$ cat config.mk
export PLATFORM = sky130hd
export DESIGN_NAME = modbus_tx_framer
export DESIGN_NICKNAME = d
export VERILOG_FILES = /design/src/rtl/modbus_tx_framer.sv
export SDC_FILE = /design/constraint.sdc
export NUM_CORES = 1
export LEC_CHECK = 0
export ABC_AREA = 0
export BUFFER_PORTS_ARGS = -buffer_cell sky130_fd_sc_hd__buf_2
export CELL_PAD_IN_SITES_DETAIL_PLACEMENT = 0
export CELL_PAD_IN_SITES_GLOBAL_PLACEMENT = 2
export CORE_MARGIN = 2
export CORE_UTILIZATION = 27
export CTS_BUF_LIST = sky130_fd_sc_hd__clkbuf_4
export DETAILED_ROUTE_END_ITERATION = 8
export PLACE_DENSITY_LB_ADDON = 0.2
export SYNTH_ARGS = -nofsm -noshare
export SYNTH_HDL_FRONTEND = slang
export SYNTH_SLANG_ARGS = --single-unit
$ cat constraint.sdc
create_clock -name clk -period 2.19 [get_ports clk]
set_clock_uncertainty 0.2 [all_clocks]
set_input_delay 0.1095 -clock clk [delete_from_list [all_inputs] [get_ports clk]]
set_output_delay 0.1095 -clock clk [all_outputs]
set_load 0.005 [all_outputs]
$ cat src/rtl/modbus_tx_framer.sv
// modbus_tx_framer
//   Modbus RTU transmit frame sequencer. Payload bytes pass straight through
//   from the PDU source to the UART TX. Each accepted byte is also streamed
//   to an external registered crc16_modbus engine. After the last byte, the
//   CRC low byte and then the CRC high byte are appended, and the engine is
//   cleared. A frame is forcibly ended after MAX_PAYLOAD bytes.
//
//   Optional feature: define MODBUS_TX_GAP_EN to enforce GAP_CYCLES idle
//   clocks after each frame. Without it, CRC_HI returns straight to IDLE.
//
// Ports
//   clk, rst          clock, synchronous active-high reset
//   s_data/s_valid/s_last/s_ready   payload stream from the PDU source
//   m_data/m_valid/m_ready          byte stream to the UART TX
//   crc_clr/crc_valid/crc_data      control and data to the CRC engine
//   crc_i             running CRC, valid one cycle after crc_valid
//   busy              high whenever not IDLE
//   trunc             sticky: a frame was cut at MAX_PAYLOAD
//   frame_cnt         completed frames, wraps at 2^16

module modbus_tx_framer #(
    parameter int GAP_CYCLES  = 3646,
    parameter int MAX_PAYLOAD = 254
) (
    input  logic        clk,
    input  logic        rst,
    input  logic [7:0]  s_data,
    input  logic        s_valid,
    input  logic        s_last,
    output logic        s_ready,
    output logic [7:0]  m_data,
    output logic        m_valid,
    input  logic        m_ready,
    output logic        crc_clr,
    output logic        crc_valid,
    output logic [7:0]  crc_data,
    input  logic [15:0] crc_i,
    output logic        busy,
    output logic        trunc,
    output logic [15:0] frame_cnt
);

`ifdef MODBUS_TX_GAP_EN
    typedef enum logic [2:0] {IDLE, PAYLOAD, CRC_LO, CRC_HI, GAP} state_t;
    localparam int GW = (GAP_CYCLES > 1) ? $clog2(GAP_CYCLES) : 1;
    logic [GW-1:0] gap_cnt;
`else
    typedef enum logic [2:0] {IDLE, PAYLOAD, CRC_LO, CRC_HI} state_t;
`endif

    state_t     state;
    logic [7:0] pay_cnt;
    logic       pass;
    logic       hs;
    logic       at_max;

    assign pass = (state == IDLE) || (state == PAYLOAD);
    assign hs   = pass && s_valid && m_ready;
    // The handshake that would bring the count to MAX_PAYLOAD ends the frame.
    assign at_max = ({1'b0, pay_cnt} + 9'd1) == 9'(MAX_PAYLOAD);

    always_comb begin
        m_data  = s_data;
        m_valid = 1'b0;
        s_ready = 1'b0;
        case (state)
            IDLE, PAYLOAD: begin
                m_valid = s_valid;
                s_ready = m_ready;
            end
            CRC_LO: begin
                m_valid = 1'b1;
                m_data  = crc_i[7:0];
            end
            CRC_HI: begin
                m_valid = 1'b1;
                m_data  = crc_i[15:8];
            end
            default: ;
        endcase
    end

    assign crc_valid = hs;
    assign crc_data  = s_data;
    // Only asserted in CRC_HI, so it can never coincide with crc_valid.
    assign crc_clr   = (state == CRC_HI) && m_ready;
    assign busy      = (state != IDLE);

    always_ff @(posedge clk) begin
        if (rst) begin
            state     <= IDLE;
            pay_cnt   <= 8'd0;
            trunc     <= 1'b0;
            frame_cnt <= 16'd0;
`ifdef MODBUS_TX_GAP_EN
            gap_cnt   <= '0;
`endif
        end else begin
            case (state)
                IDLE, PAYLOAD: begin
                    if (hs) begin
                        if (s_last) begin
                            state   <= CRC_LO;
                            pay_cnt <= 8'd0;
                        end else if (at_max) begin
                            state   <= CRC_LO;
                            pay_cnt <= 8'd0;
                            trunc   <= 1'b1;
                        end else begin
                            state   <= PAYLOAD;
                            pay_cnt <= pay_cnt + 8'd1;
                        end
                    end
                end
                CRC_LO: begin
                    if (m_ready) state <= CRC_HI;
                end
                CRC_HI: begin
                    if (m_ready) begin
                        frame_cnt <= frame_cnt + 16'd1;
`ifdef MODBUS_TX_GAP_EN
                        state     <= GAP;
                        gap_cnt   <= GW'(GAP_CYCLES - 1);
`else
                        state     <= IDLE;
`endif
                    end
                end
`ifdef MODBUS_TX_GAP_EN
                GAP: begin
                    if (gap_cnt == '0) state <= IDLE;
                    else               gap_cnt <= gap_cnt - 1'b1;
                end
`endif
                default: state <= IDLE;
            endcase
        end
    end

endmodule
==> results by stage, run 1 <==
Outcome:
- The run finished with clean final reports.

Cells and area:
- After filler insertion, the fill cell instance count of the layout stands at 638.
- At the end of the flow, the number of nets in the layout was 303.
- Once layout is complete, the utilization of the core stands at 36.2%.
- The number of antenna diodes in the final layout is 0.
- The post-route netlist has 35.2% of its cells at a drive strength greater than 1.
- The multi-input combinational cells in the finished layout cover a total of 0.00102 mm2.
- Relative to the synthesized area, the layout overhead comes to 29.2%.
- In the final layout, flip-flops and latches occupy 541 um2.

Worst setup path:
- The highest fanout seen on the critical path is 7.
- The required time of the critical path is 2.22 ns.
- The most critical setup path has its startpoint at pay_cnt[1].
- The endpoint class of the critical path is a flop.
- The slowest cell on the critical path is sky130_fd_sc_hd__dfxtp_1.
- The largest single stage delay on the critical path is 0.49 ns.
- Traced cell by cell, the critical path runs through ha_2, nand3_1, nor3_2, o22ai_4, or2_1, a32o_1.
- STA classifies the critical path startpoint as a flop.
- STA puts the critical path data arrival time at 2.11 ns.
- The setup path with the least slack is of type flop to flop.
- The critical path contains buffers and inverters numbering 0 combined.
- The cell type group with the largest total delay on the critical path is simple AND/OR/NAND/NOR gates.
- The worst register-to-register path begins at pay_cnt[1].

Floorplan:
- The floorplan has 28 rows.
- The core region is 0.00592 mm2.
- The number of primary I/O pins is 67.
- The die is 82.3 um wide.
- The starting utilization of the core area is 28.0%.
- Measured along the y axis, the die boundary spans 82.3 um.
- The area of the die is 0.00678 mm2.

Logic synthesis:
- After Yosys synthesis, and, or, nand and nor cells account for 26.9% of the synthesized area.
- The synthesized area divided by synthesized cell count is 8.08 um2.
- The adder-cell area share of the yosys netlist is 2.27%.
- After technology mapping, the gate count stands at 205.
- The proportion of synthesized area in mux cells is 6.12%.
- The synthesized design contains 0 enable-type register cells.
- The main combinational cell family by area after synthesis is simple AND/OR/NAND/NOR gates.
- The netlist uses 46 different library cells.
- The total nets after synthesis is 237.
- In this run the cell area of the synthesized design comes to 0.00166 mm2.
- The most used flip-flop cell after synthesis is sky130_fd_sc_hd__dfxtp_1.
- Counting flops and latches in the post-synthesis netlist gives 27.
- The fraction of synthesis flops using an asynchronous set or reset pin is 0%.
- Summing the areas of all compound-gate instances in the mapped netlist gives 17.3% of the synthesized area.
- The total of warnings raised by yosys is 0.
- For this run, the register share of the synthesized area comes to 32.6%.
- The fraction of synthesized cell area in xor and xnor cells is 6.34%.

Clocking:
- The insertion delay of the later-clocked pin in the worst-skew pair is 0.33 ns.
- TritonCTS created 3 clock buffers.
- The clock net sink count is 27.
- In this run the number of H-tree levels came out at 1.
- The post-CTS setup-driven buffer insertion count is 0.
- The library cell used as clock root buffer is sky130_fd_sc_hd__clkbuf_4.
- The number of buffers on the longest clock path is 2.
- TritonCTS built the clock tree.
- The clock transition at the register clock pins on the worst setup and hold paths after CTS is 0.14 ns.

STA:
- The worst path in the final design needs a cycle of 2.08 ns, including I/O delays and setup.
- The final hold violation count is 0.
- The worst setup margin is 0.111 ns.
- Setup repair after global routing left no endpoint under its margin.
- The final critical path takes up 94.9% of the cycle.
- The fmax is 0.481 GHz.
- The headroom to the max-slew limit is 71.5%.
- At the pin with the least slew margin, the transition time is 0.427 ns.
- After routing, the total negative slack on setup checks comes to 0 ns.
- The count of final max-slew check failures is 0.
- The setup violation total in the final timing report is 0.

Drt:
- In the routed design, unresolved DRC markers number 0.
- The final wirelength is 4310 um.
- The routed design uses 2190 um of met2 wire.
- The top routing layer in use is met4.
- In this run the remaining antenna-violating nets after routing total 0.
- The average wire per cell in the routed design is 12.5 um.
- The total via count in the routed design is 1623.
- The number of search-and-repair iterations in the first detailed-routing pass is 4.
- Wire segments on met3 add up to 138 um in the final route.
- The average via count per standard cell is 4.70.
- The met1 routed wirelength after detailed routing is 1960 um.
- In this run, the number of DRC markers left after iteration 0 of detailed routing was 52.

Power and ir drop:
- Across the VDD grid, the largest voltage drop is 0.197 mV.
- Summed over all cells, the static leakage comes to 0.866 nW.
- The total power per unit cell area is 400 mW/mm2.
- Power comes to 0.000856 W.

Hold path:
- The worst hold path begins at s_data[5].
- The path class of the tightest hold or removal check is input port to output pin.

Flow run:
- The max-capacitance violation count is 0.

Placed design:
- Prior to clock tree synthesis, the placed netlist has a worst setup slack of -0.0278 ns.
- The detailed placer's ending HPWL is 3210 um.
- The congestion estimate from routability-driven global placement came to 0.737.
- The number of port buffers is 66.

GRT:
- For this run the aggregate overflow at the end of global routing stands at 0.
- The number of antenna violations at the first check in global routing is 0.
- Global routing used 12.4% of the available tracks.
- The wire length of the first global-routing pass is 6580 um.
- The via count of the first global-routing pass is 1405.
- The largest net degree at the start of global routing is 25.
## synthesized netlist by cell type, types with 4 or more instances
library cell	n	area [um2]
sky130_fd_sc_hd__buf_4	10	75.1
sky130_fd_sc_hd__dfxtp_1	27	541
sky130_fd_sc_hd__inv_1	7	26.3
sky130_fd_sc_hd__xor2_1	5	43.8
sky130_fd_sc_hd__nand2_1	16	60.1
sky130_fd_sc_hd__nand3_1	6	30.0
sky130_fd_sc_hd__o21ai_0	11	55.1
sky130_fd_sc_hd__xnor2_1	7	61.3
sky130_fd_sc_hd__mux2i_1	9	90.1
sky130_fd_sc_hd__nor2_1	25	93.8
sky130_fd_sc_hd__clkbuf_1	4	15.0
sky130_fd_sc_hd__nor3_1	8	40.0
sky130_fd_sc_hd__a21oi_1	14	70.1
sky130_fd_sc_hd__nand4_1	5	31.3
## through the flow
stage          cell area [um2]  instances  hold slack [ns]
6_report                  2140        345            0.201
5_1_grt                   2140        345            0.218
4_1_cts                   2100        345            0.203
3_5_place_dp              2030        337            0.198
3_3_place_gp              2030        337            0.196
2_1_floorplan             1660        205           0.0192
## cell families (layout without fill, tap and decap cells)
kind of cell | Yosys count | count (layout)
xor gates and xnor gates | 12 | 12
muxes | 10 | 10
DFF | 27 | 27
buffers and inverters | 24 | 89
adders and majority gates | 3 | 3
AOI/OAI and AO/OA | 45 | 45
and+or+nand+nor | 84 | 84
## flip-flops by register name, indices dropped and copies added (netlist names)
register   count
state          2
trunc          1
frame_cnt     16
pay_cnt        8
## layout by cell type, fill, tap and decap left out, types with 2 or more instances in the layout
cell                            instances
sky130_fd_sc_hd__buf_4                  8
sky130_fd_sc_hd__o2111ai_1              2
sky130_fd_sc_hd__a211oi_2               2
sky130_fd_sc_hd__and2_1                 2
sky130_fd_sc_hd__nand2_1               16
sky130_fd_sc_hd__clkbuf_4               3
sky130_fd_sc_hd__nor3_1                 7
sky130_fd_sc_hd__o21ai_1                2
sky130_fd_sc_hd__nand2b_1               2
sky130_fd_sc_hd__a21oi_1               13
sky130_fd_sc_hd__o21a_1                 3
sky130_fd_sc_hd__dfxtp_1               27
sky130_fd_sc_hd__nor2_1                25
sky130_fd_sc_hd__nand3_1                6
sky130_fd_sc_hd__nand4_1                5
sky130_fd_sc_hd__inv_1                  7
sky130_fd_sc_hd__ha_1                   2
sky130_fd_sc_hd__mux2i_1                9
sky130_fd_sc_hd__nor4_1                 2
sky130_fd_sc_hd__a21bo_2                2
sky130_fd_sc_hd__nor4_2                 2
sky130_fd_sc_hd__and3_1                 2
sky130_fd_sc_hd__xor2_1                 5
sky130_fd_sc_hd__o21ai_0               11
sky130_fd_sc_hd__xnor2_1                7
sky130_fd_sc_hd__o22ai_1                2
sky130_fd_sc_hd__buf_2                 66
sky130_fd_sc_hd__or2_2                  3
sky130_fd_sc_hd__or3_1                  3
sky130_fd_sc_hd__dlygate4sd3_1          4
## worst paths after layout
| check | slack, ns | depth (start not counted) | end |
|---|---|---|---|
| max | 0.11 | 6 | pay_cnt[7] |
| max reg2reg | 0.11 | 6 | pay_cnt[7] |
| min reg2reg | 0.28 | 2 | trunc |
| min | 0.20 | 2 | crc_data[5] |
## where the power goes
group	switching [W]	internal, W
registers	0.00000228	0.000495
logic	0.0000660	0.0000680
clock network	0.000156	0.0000685
total	0.000224	0.000632
## per-layer routing
| metal | global-route usage [%] | up-vias |
|---|---|---|
| li1 | - | 846 |
| met2 | 21.2 | 19 |
| met5 | 0 | - |
| met1 | 15.9 | 756 |
| met4 | 2.50 | 0 |
| met3 | 2.83 | 2 |
## what timing repair did
action,4_1_cts,5_1_grt
gates resized for setup,1,7
gates cloned,0,0
endpoints found under the setup margin,1,8
endpoints found under the hold margin,17,0
hold buffers,4,0
pin swaps,0,0
## cell type report
| type | instances | area share [%] |
|---|---|---|
| Inverter | 7 | 1.23 |
| Clock inverter | 1 | 0.234 |
| Sequential cell | 27 | 25.2 |
| Tap cell | 75 | 4.38 |
| Multi-Input combinational cell | 154 | 47.7 |
| Timing Repair Buffer | 78 | 20.1 |
| Clock buffer | 3 | 1.05 |
Power figures use the tool's default switching activity.
==> run 2: changes to the inputs <==
--- a/config.mk
+++ b/config.mk
@@ -6,14 +6,15 @@
 export NUM_CORES = 1
 export LEC_CHECK = 0
 export ABC_AREA = 0
-export BUFFER_PORTS_ARGS = -buffer_cell sky130_fd_sc_hd__buf_2
+export BUFFER_PORTS_ARGS = -buffer_cell sky130_fd_sc_hd__buf_4
 export CELL_PAD_IN_SITES_DETAIL_PLACEMENT = 0
 export CELL_PAD_IN_SITES_GLOBAL_PLACEMENT = 2
 export CORE_MARGIN = 2
-export CORE_UTILIZATION = 27
+export CORE_UTILIZATION = 29
 export CTS_BUF_LIST = sky130_fd_sc_hd__clkbuf_4
 export DETAILED_ROUTE_END_ITERATION = 8
 export PLACE_DENSITY_LB_ADDON = 0.2
+export SLEW_MARGIN = 5
 export SYNTH_ARGS = -nofsm -noshare
 export SYNTH_HDL_FRONTEND = slang
 export SYNTH_SLANG_ARGS = --single-unit
==> constraint.sdc (replaced) <==
create_clock -name clk -period 2.52 [get_ports clk]
set_clock_uncertainty 0.2 [all_clocks]
set_input_delay 0.126 -clock clk [delete_from_list [all_inputs] [get_ports clk]]
set_output_delay 0.126 -clock clk [all_outputs]
set_load 0.005 [all_outputs]
==> run 2 against run 1 <==
  * Largest power group unchanged
  * Clock power is 11% lower
  * Wire length down 1.6%
  * Largest cell class unchanged
  * Critical path type unchanged
  * Final cell count shrank 2.0%
  * Maximum frequency is 6.6% lower
  * Global-route usage rose by 1.1 points
  * Register-to-register slack improved by 0.18 ns
  * Sequential power shrank 13%
  * Clock-buffer cell count unchanged
  * Sequential cell count is the same
  * Cell area increased by 4.4%
  * Setup slack improved by 0.18 ns
  * Die area is 6.6% lower
==> results by stage, run 2 (synthesis results as in run 1) <==
Drt:
- The average via count per standard cell was 4.79 (+1.8%).
- The number of search-and-repair iterations in the first detailed-routing pass was 4 (unchanged).
- The residual DRC count is 0 (unchanged).
- The average wire per cell in the routed design is 12.5 um (+0.41%).
- The post-detailed-route count of antenna-violating nets is 0 (unchanged).
- The final wirelength came to 4240 um (-1.6%).
- The total via count in the routed design was 1618 (-0.31%).
- The first-iteration detailed-routing DRC count came to 33 (-37%).

Placed design:
- The total cell area at the placement stage came to 0.00216 mm2 (+6.5%).
- The number of port buffers came to 66 (unchanged).
- The last weighted congestion value of the routability-driven placer is 0.781 (+5.9%).
- The detailed placer's ending HPWL is 3220 um (+0.27%).

Clocking:
- The clock net sink count is 27 (unchanged).
- The clock transition at the register clock pins on the worst setup and hold paths after CTS was 0.15 ns (about the same).
- The number of buffers on the longest clock path is 2 (unchanged).
- The clock tree from TritonCTS is done.
- Clock tree synthesis selected as its root buffer the cell sky130_fd_sc_hd__clkbuf_4.
- The insertion delay of the later-clocked pin in the worst-skew pair came to 0.33 ns (about the same).
- The deepest level of the CTS H-tree is 1 (unchanged).
- The number of clock buffers inserted by TritonCTS came to 3 (unchanged).
- The post-CTS setup-driven buffer insertion count is 0 (unchanged).

Worst setup path:
- The highest fanout seen on the critical path is 9 (+2).
- In this run the worst setup path begins at pay_cnt[0].
- The endpoint class of the critical path is a flop.
- The kind of start point of the critical path is a flop.
- The required time of the critical path is 2.58 ns (+0.36 ns).
- In this run the worst setup path terminates at state[0].
- The flop-to-flop setup slack is 0.29 ns (+0.18 ns).
- The launching point of the worst reg2reg path is pay_cnt[0].
- The critical path data arrival time is 2.28 ns (+0.17 ns).
- The worst setup path is of the flop to flop kind.
- The path depth of the worst reg2reg path is 6 (unchanged).
- The endpoint identified for the worst register-to-register timing path is state[0].

Cells and area:
- The multi-input gate area in the final layout is 982 um2 (-3.9%).
- Relative to the synthesized area, the layout overhead comes to 34.9%.
- The count of antenna diodes in the layout is 0 (unchanged).
- The sequential cell area in the final layout is 541 um2 (unchanged).
- The register containing the most flip-flops in the final layout is frame_cnt.
- The flip-flop count of the largest register after layout is 16 (unchanged).
- In the final layout, the registers with the most flip-flops are frame_cnt x16, pay_cnt x8, state x2.
- The top cell types in the final layout, fill and taps aside, are sky130_fd_sc_hd__buf_4 (70), sky130_fd_sc_hd__dfxtp_1 (27), sky130_fd_sc_hd__nor2_1 (25), sky130_fd_sc_hd__nand2_1 (16), sky130_fd_sc_hd__a21oi_1 (14).
- The share of cells above drive strength 1 was 32.3% (-2.9 points).
- The number of inserted filler cells in the final layout is 600 (-6.0%).
- The post-route standard cell area excluding fillers was 0.00223 mm2 (+4.4%).
- The number of nets in the layout came to 299 (-1.3%).
- The most common cell after layout, fill and taps aside is sky130_fd_sc_hd__buf_4.

Floorplan:
- The die width came to 79.6 um (-3.3%).
- The die extent in y is 79.6 um (-3.3%).
- The cell row count came to 27 (-3.6%).
- The core area is 0.00551 mm2 (-7.0%).
- The area of the die is 0.00633 mm2 (-6.6%).
- The starting utilization of the core area was 30.1% (+2.1 points).
- The number of primary I/O pins is 67 (unchanged).

GRT:
- The number of antenna violations at the first check in global routing is 0 (unchanged).
- The total congestion overflow is 0 (unchanged).
- The largest net degree at the start of global routing is 25 (unchanged).
- The via count of the first global-routing pass is 1503 (+7.0%).
- The overall fraction of global-route tracks in use is 13.5% (+1.1 points).
- The wire length of the first global-routing pass was 7000 um (+6.4%).

STA:
- The worst hold slack came to 0.229 ns (+0.0276 ns).
- The final clock period utilization by the worst path is 88.3% (-6.6 points).
- The headroom to the max-slew limit was 70.2% (-1.4 points).
- Setup repair after global routing left no endpoint under its margin.
- The final hold violation count is 0 (unchanged).
- The sum of negative setup slack was 0 ns (unchanged).
- The setup violation total in the final timing report is 0 (unchanged).
- The count of final max-slew check failures is 0 (unchanged).
- The shortest period the worst path allows is 2.23 ns (+0.148 ns).
- The fmax is 0.449 GHz (-6.6%).
- The actual slew at the worst max-slew pin is 0.447 ns (+0.0205 ns).

Power and ir drop:
- The relative contribution of the clock network to total power is 25.8% (-0.4 points).
- The leakage power figure was 0.897 nW (+3.6%).
- The combinational cell fraction of total power came to 17.9% (+2.2 points).
- The switching power share of the total was 25.7% (-0.47 points).
- The total internal power was 0.000572 W (-9.4%).
- The part of the power in registers is 56.2% (-1.9 points).
- The worst voltage drop across the vdd grid was 0.176 mV (-10%).
- The total power per unit cell area is 345 mW/mm2 (-14%).
- The net switching power of the design is 0.000198 W (-12%).

Flow run:
- The max-capacitance violation count is 0 (unchanged).

Hold path:
- The class of the worst hold path is input port to output pin.

Outcome:
- The run finished with clean final reports.
[run 2: cell count changes in the layout (fill, tap and decap cells not counted), moves of 2 or more]
cell,delta
sky130_fd_sc_hd__a211oi_1,+2
sky130_fd_sc_hd__buf_4,+62
sky130_fd_sc_hd__buf_2,-66
sky130_fd_sc_hd__a211oi_2,-2
[run 2: per-layer routing]
metal	track usage [%]	part of all wire, %	vias to the layer above
li1	-	-	851
met1	18.0	46	728
met2	23.0	49	37
met3	2.94	4.9	2
met4	1.55	0.19	0
met5	0	0	-
[run 2: repair_timing]
item                       CTS  global route
setup endpoints to repair    0             1
resized for setup            0             1
hold endpoints to repair    18             0
hold buffers                 4             0
[run 2: worst max-delay path: stages, from the launching register on]
cell and delay (ns):
sky130_fd_sc_hd__dfxtp_1 0.52, sky130_fd_sc_hd__ha_1 0.34, sky130_fd_sc_hd__nand2b_1 0.19, sky130_fd_sc_hd__nor4_2 0.06, sky130_fd_sc_hd__o32ai_2 0.45, sky130_fd_sc_hd__o21ai_1 0.13, sky130_fd_sc_hd__a311oi_1 0.25
[run 2: area by class of cell]
type                    instances  area share, %
clock inverters                 1          0.336
repair buffers                 74           25.3
flip-flops and latches         27           24.2
multi-input cells             154           44.0
well taps                      72           4.03
clock buffers                   3           1.01
inverters                       7           1.18
[run 2: how the worst min path moves through the flow]
stage          slack [ns]  cells after the start     endpoint       from
6_report             0.23                      2  crc_data[4]  s_data[4]
5_1_grt              0.23                      2  crc_data[6]  s_data[6]
4_1_cts              0.23                      2  crc_data[4]  s_data[4]
3_5_place_dp         0.19                      2     state[0]    m_ready
3_3_place_gp         0.18                      2     state[0]    m_ready
2_1_floorplan        0.04                      1     state[0]    m_ready
[run 2: metrics by stage]
step / util, % / std cells / total power [W] / setup WS, ns
floorplan: - / 205 / 0.000504 / 0.546
global placement: 39.2 / 330 / 0.000578 / 0.294
detailed placement: 39.2 / 330 / 0.000578 / 0.209
CTS: 40.5 / 338 / 0.000789 / 0.169
global route: 40.6 / 338 / 0.000823 / 0.0150
finish: 40.6 / 338 / 0.000771 / 0.294
[run 2: power by group through the flow]
stage / Clock (W) / Combinational [W] / Sequential, W
after floorplan: 0 / 0.0000617 / 0.000442
after global placement: 0 / 0.000136 / 0.000442
after detailed placement: 0 / 0.000135 / 0.000443
after CTS: 0.000215 / 0.000141 / 0.000434
after global routing: 0.000236 / 0.000152 / 0.000435
final: 0.000199 / 0.000138 / 0.000433
==> run 3: changes to the inputs <==
--- a/config.mk
+++ b/config.mk
@@ -5,12 +5,12 @@
 export SDC_FILE = /design/constraint.sdc
 export NUM_CORES = 1
 export LEC_CHECK = 0
-export ABC_AREA = 0
+export ABC_AREA = 1
 export BUFFER_PORTS_ARGS = -buffer_cell sky130_fd_sc_hd__buf_4
 export CELL_PAD_IN_SITES_DETAIL_PLACEMENT = 0
 export CELL_PAD_IN_SITES_GLOBAL_PLACEMENT = 2
 export CORE_MARGIN = 2
-export CORE_UTILIZATION = 29
+export CORE_UTILIZATION = 27
 export CTS_BUF_LIST = sky130_fd_sc_hd__clkbuf_4
 export DETAILED_ROUTE_END_ITERATION = 8
 export PLACE_DENSITY_LB_ADDON = 0.2
==> run 3 against run 2 <==
  * Clock power rose by 6%
  * Synthesized cell count rose by 29%
  * Maximum frequency rose by 5.6%
  * Synthesized area rose by 4.2%
  * Critical path depth fell by 1
  * Largest cell class unchanged
  * Highest routed layer unchanged
==> results by stage, run 3 <==
Outcome:
- The run finished with clean final reports.

GRT:
- The overall fraction of global-route tracks in use was 13.2% (-0.32 points).
- The via count of the first global-routing pass is 1657 (+10%).
- The wire length of the first global-routing pass is 7710 um (+10%).
- The number of antenna violations at the first check in global routing is 0 (unchanged).
- The total congestion overflow was 0 (unchanged).
- The largest net degree at the start of global routing is 19 (-24%).

Cells and area:
- The multi-input gate area in the final layout is 966 um2 (-1.7%).
- The core occupancy in the finished layout came to 36.4% (-4.2 points).
- The sequential cell area in the final layout is 541 um2 (unchanged).
- The number of nets in the layout is 357 (+19%).
- The signed area change from the synthesized netlist to the final layout is 32.3%.
- The register containing the most flip-flops in the final layout is frame_cnt.
- The library cell used most frequently in the layout, excluding fill and tap cells, is sky130_fd_sc_hd__nand2_1.
- The count of antenna diodes in the layout is 0 (unchanged).
- The top cell types in the final layout, fill and taps aside, are sky130_fd_sc_hd__nand2_1 (71), sky130_fd_sc_hd__buf_4 (66), sky130_fd_sc_hd__inv_1 (32), sky130_fd_sc_hd__dfxtp_1 (27), sky130_fd_sc_hd__nand3_1 (26).
- The number of inserted filler cells in the final layout is 722 (+20%).
- The share of cells above drive strength 1 was 27.5% (-4.9 points).
- The largest registers in the layout are frame_cnt x16, pay_cnt x8, state x2.
- The flip-flop count of the largest register after layout is 16 (unchanged).

Worst setup path:
- In this run the critical register-to-register path is launched from pay_cnt[0].
- The critical path class is flop to output pin.
- The signal on the critical path passes through inv_1, nor2_1, nand2_1, nand3_1, buf_4.
- The required time of the critical path is 2.19 ns (-0.39 ns).
- For this design, the slowest cell found on the critical path is sky130_fd_sc_hd__nor2_1.
- Following the worst setup path forward leads to its endpoint at m_data[3].
- The path depth of the worst reg2reg path is 10 (+4).
- The endpoint identified for the worst register-to-register timing path is state[0].
- The number of logic stages on the critical path including buffering is 5 (-1).
- The most critical setup path has its startpoint at state[1].
- The cell type group with the largest total delay on the critical path is simple AND/OR/NAND/NOR gates.
- The critical path buffer and inverter count is 2 (+2).
- The critical path data arrival time was 1.78 ns (-0.50 ns).
- The largest incremental delay on the critical path was 0.52 ns (about the same).
- The flop-to-flop setup slack is 0.69 ns (+0.40 ns).
- The highest fanout seen on the critical path was 12 (+3).
- The endpoint class of the critical path is an output pin.
- The kind of start point of the critical path is a flop.

Power and ir drop:
- The total power per unit cell area is 338 mW/mm2 (-2.0%).
- The leakage power figure is 1.00 nW (+12%).
- The worst voltage drop across the vdd grid is 0.167 mV (-5.1%).

Logic synthesis:
- The fraction of synthesized cell area in xor and xnor cells was 2.03% (-4.3 points).
- The simple-gate share of the synthesized area came to 40.6% (+14 points).
- The largest total area in the synthesized netlist belongs to sky130_fd_sc_hd__dfxtp_1.
- The fraction of synthesis flops using an asynchronous set or reset pin is 0% (unchanged).
- The main combinational cell family by area after synthesis is simple AND/OR/NAND/NOR gates.
- The number of different library cells in the post-synthesis netlist is 30 (-35%).
- The adder-cell area share of the yosys netlist is 2.18% (-0.090 points).
- The library cell with the highest instance count after synthesis is sky130_fd_sc_hd__nand2_1.
- The count of flip-flops with a built-in enable after synthesis came to 0 (unchanged).
- The total of warnings raised by yosys is 0 (unchanged).
- The fraction of the yosys area taken by sequential cells was 31.3% (-1.3 points).
- The total nets after synthesis was 296 (+25%).
- The fraction of the mapped netlist area in compound gates was 11.2% (-6.1 points).
- The proportion of netlist area held by the largest area contributor was 31.3% (-1.3 points).
- The post-synth design cell area is 0.00173 mm2 (+4.2%).
- Among all flip-flop cells after synthesis, the most frequent one is sky130_fd_sc_hd__dfxtp_1.
- The proportion of synthesized area in mux cells is 0% (-6.1 points).
- The count of state elements after synthesis is 27 (unchanged).
- The synthesized area divided by synthesized cell count is 6.54 um2 (-19%).
- Ranked by total cell area, the synthesized netlist is headed by sky130_fd_sc_hd__dfxtp_1 (31%), sky130_fd_sc_hd__nand2_1 (15%), sky130_fd_sc_hd__nand3_1 (7.5%), sky130_fd_sc_hd__inv_1 (7.0%), sky130_fd_sc_hd__a21oi_1 (6.7%).
- The synthesized instance count is 264 (+29%).
- Sorting the synthesized cells by how often they occur yields sky130_fd_sc_hd__nand2_1 (71), sky130_fd_sc_hd__inv_1 (32), sky130_fd_sc_hd__dfxtp_1 (27).

STA:
- The count of final max-slew check failures is 0 (unchanged).
- Setup repair after global routing left no endpoint under its margin.
- The headroom to the max-slew limit is 60.6% (-9.6 points).
- The shortest period the worst path allows is 2.11 ns (-0.118 ns).
- The sum of negative setup slack is 0 ns (unchanged).
- The worst setup margin was 0.411 ns (+0.118 ns).
- The final clock period utilization by the worst path is 83.7% (-4.7 points).
- The setup violation total in the final timing report is 0 (unchanged).
- The actual slew at the worst max-slew pin is 0.589 ns (+0.142 ns).
- The final hold violation count came to 0 (unchanged).
- The fmax came to 0.474 GHz (+5.6%).

Drt:
- The first-iteration detailed-routing DRC count was 79 (+140%).
- The number of search-and-repair iterations in the first detailed-routing pass is 4 (unchanged).
- The average via count per standard cell is 4.45 (-7.0%).
- The residual DRC count is 0 (unchanged).
- The post-detailed-route count of antenna-violating nets is 0 (unchanged).
- The final wirelength came to 4660 um (+10%).
- The total via count in the routed design was 1786 (+10%).
- The average wire per cell in the routed design is 11.6 um (-7.3%).

Floorplan:
- The number of primary I/O pins is 67 (unchanged).
- The starting utilization of the core area was 27.5% (-2.6 points).
- The die extent in y is 83.9 um (+5.5%).
- The cell row count was 29 (+7.4%).
- The core area is 0.00628 mm2 (+14%).
- The die width came to 83.9 um (+5.5%).
- The area of the die was 0.00705 mm2 (+11%).

Hold path:
- The class of the worst hold path is input port to flop.

Clocking:
- The number of clock buffers inserted by TritonCTS was 3 (unchanged).
- The clock net sink count is 27 (unchanged).
- The clock tree from TritonCTS is done.
- The clock transition at the register clock pins on the worst setup and hold paths after CTS is 0.16 ns (about the same).
- The insertion delay of the later-clocked pin in the worst-skew pair is 0.35 ns (+0.02 ns).
- The tree is rooted in a sky130_fd_sc_hd__clkbuf_4.
- The number of gates resized after CTS is 0 (unchanged).
- The number of buffers on the longest clock path is 2 (unchanged).
- The deepest level of the CTS H-tree was 1 (unchanged).

Placed design:
- The post-place setup slack came to 0.682 ns (+0.473 ns).
- The number of port buffers was 66 (unchanged).
- The last weighted congestion value of the routability-driven placer is 0.741 (-5.1%).
- The detailed placer's ending HPWL was 3510 um (+9.0%).

Flow run:
- The max-capacitance violation count is 0 (unchanged).
-- run 3: cell count changes after synthesis, moves of 4 or more --
cell	before	now
sky130_fd_sc_hd__o21ai_0	11	5
sky130_fd_sc_hd__nor2_4	0	4
sky130_fd_sc_hd__a21oi_1	14	23
sky130_fd_sc_hd__nand2_1	16	71
sky130_fd_sc_hd__inv_1	7	32
sky130_fd_sc_hd__xnor2_1	7	0
sky130_fd_sc_hd__nand3_1	6	26
sky130_fd_sc_hd__nand2_2	0	4
sky130_fd_sc_hd__nor2_2	0	4
sky130_fd_sc_hd__mux2i_1	9	0
-- run 3: worst min path at each step --
stage / startpoint / end / slack (ns) / cells after the start
final: s_valid / pay_cnt[5] / 0.03 / 4
after global routing: s_valid / pay_cnt[4] / 0.04 / 4
after CTS: s_valid / pay_cnt[5] / 0.01 / 4
after detailed placement: s_data[4] / crc_data[4] / 0.23 / 2
after global placement: s_data[7] / crc_data[7] / 0.23 / 2
after floorplan: s_last / pay_cnt[0] / 0.12 / 3
-- run 3: worst min-delay path, cell delays in order --
cell and delay (ns):
sky130_fd_sc_hd__buf_4 0.09, sky130_fd_sc_hd__nand2_2 0.16, sky130_fd_sc_hd__nand2_1 0.10, sky130_fd_sc_hd__a21oi_1 0.05
-- run 3: stage by stage --
stage	total power (W)	hold slack, ns	std cells	area, um2
4_1_cts	0.000787	0.0143	401	2280
3_5_place_dp	0.000568	0.228	394	2220
5_1_grt	0.000818	0.0447	401	2280
6_report	0.000772	0.0308	401	2280
2_1_floorplan	0.000498	0.116	264	1730
3_3_place_gp	0.000570	0.229	394	2220
-- run 3: area by class of cell --
type | count | share of cell area (%)
clock inverter | 1 | 0.329
inverter | 33 | 5.43
tap | 77 | 4.22
clock buffer | 3 | 0.987
sequential | 27 | 23.7
multi-input combinational | 191 | 42.3
timing repair buffer | 69 | 23.0
-- run 3: repair_timing --
action                                  CTS  global route
hold endpoints to repair                 20             0
setup buffers                             0             0
endpoints found under the setup margin    0             0
hold buffers                              3             0
-- run 3: cell families (layout without fill, tap and decap cells) --
| family | Yosys count | in the layout |
|---|---|---|
| XOR/XNOR | 4 | 4 |
| flip-flops | 27 | 27 |
| AO/OA/AOI/OAI | 35 | 35 |
| AND/OR/NAND/NOR | 149 | 149 |
| adder cells (fa/ha/maj) | 3 | 3 |
| buffers and inverters | 46 | 106 |
-- run 3: per-layer routing --
metal  GRT usage [%]  vias up  wire length [um]
li1                -      958                 -
met1            18.4      783              2290
met2            21.1       43              2130
met3            1.88        2               213
met4            3.96        0                36
met5               0        -                 0
-- run 3: power by group --
group	total [W]	switching, W	internal (W)
clock network	0.000211	0.000150	0.0000608
registers	0.000435	0.00000418	0.000431
logic	0.000126	0.0000541	0.0000716
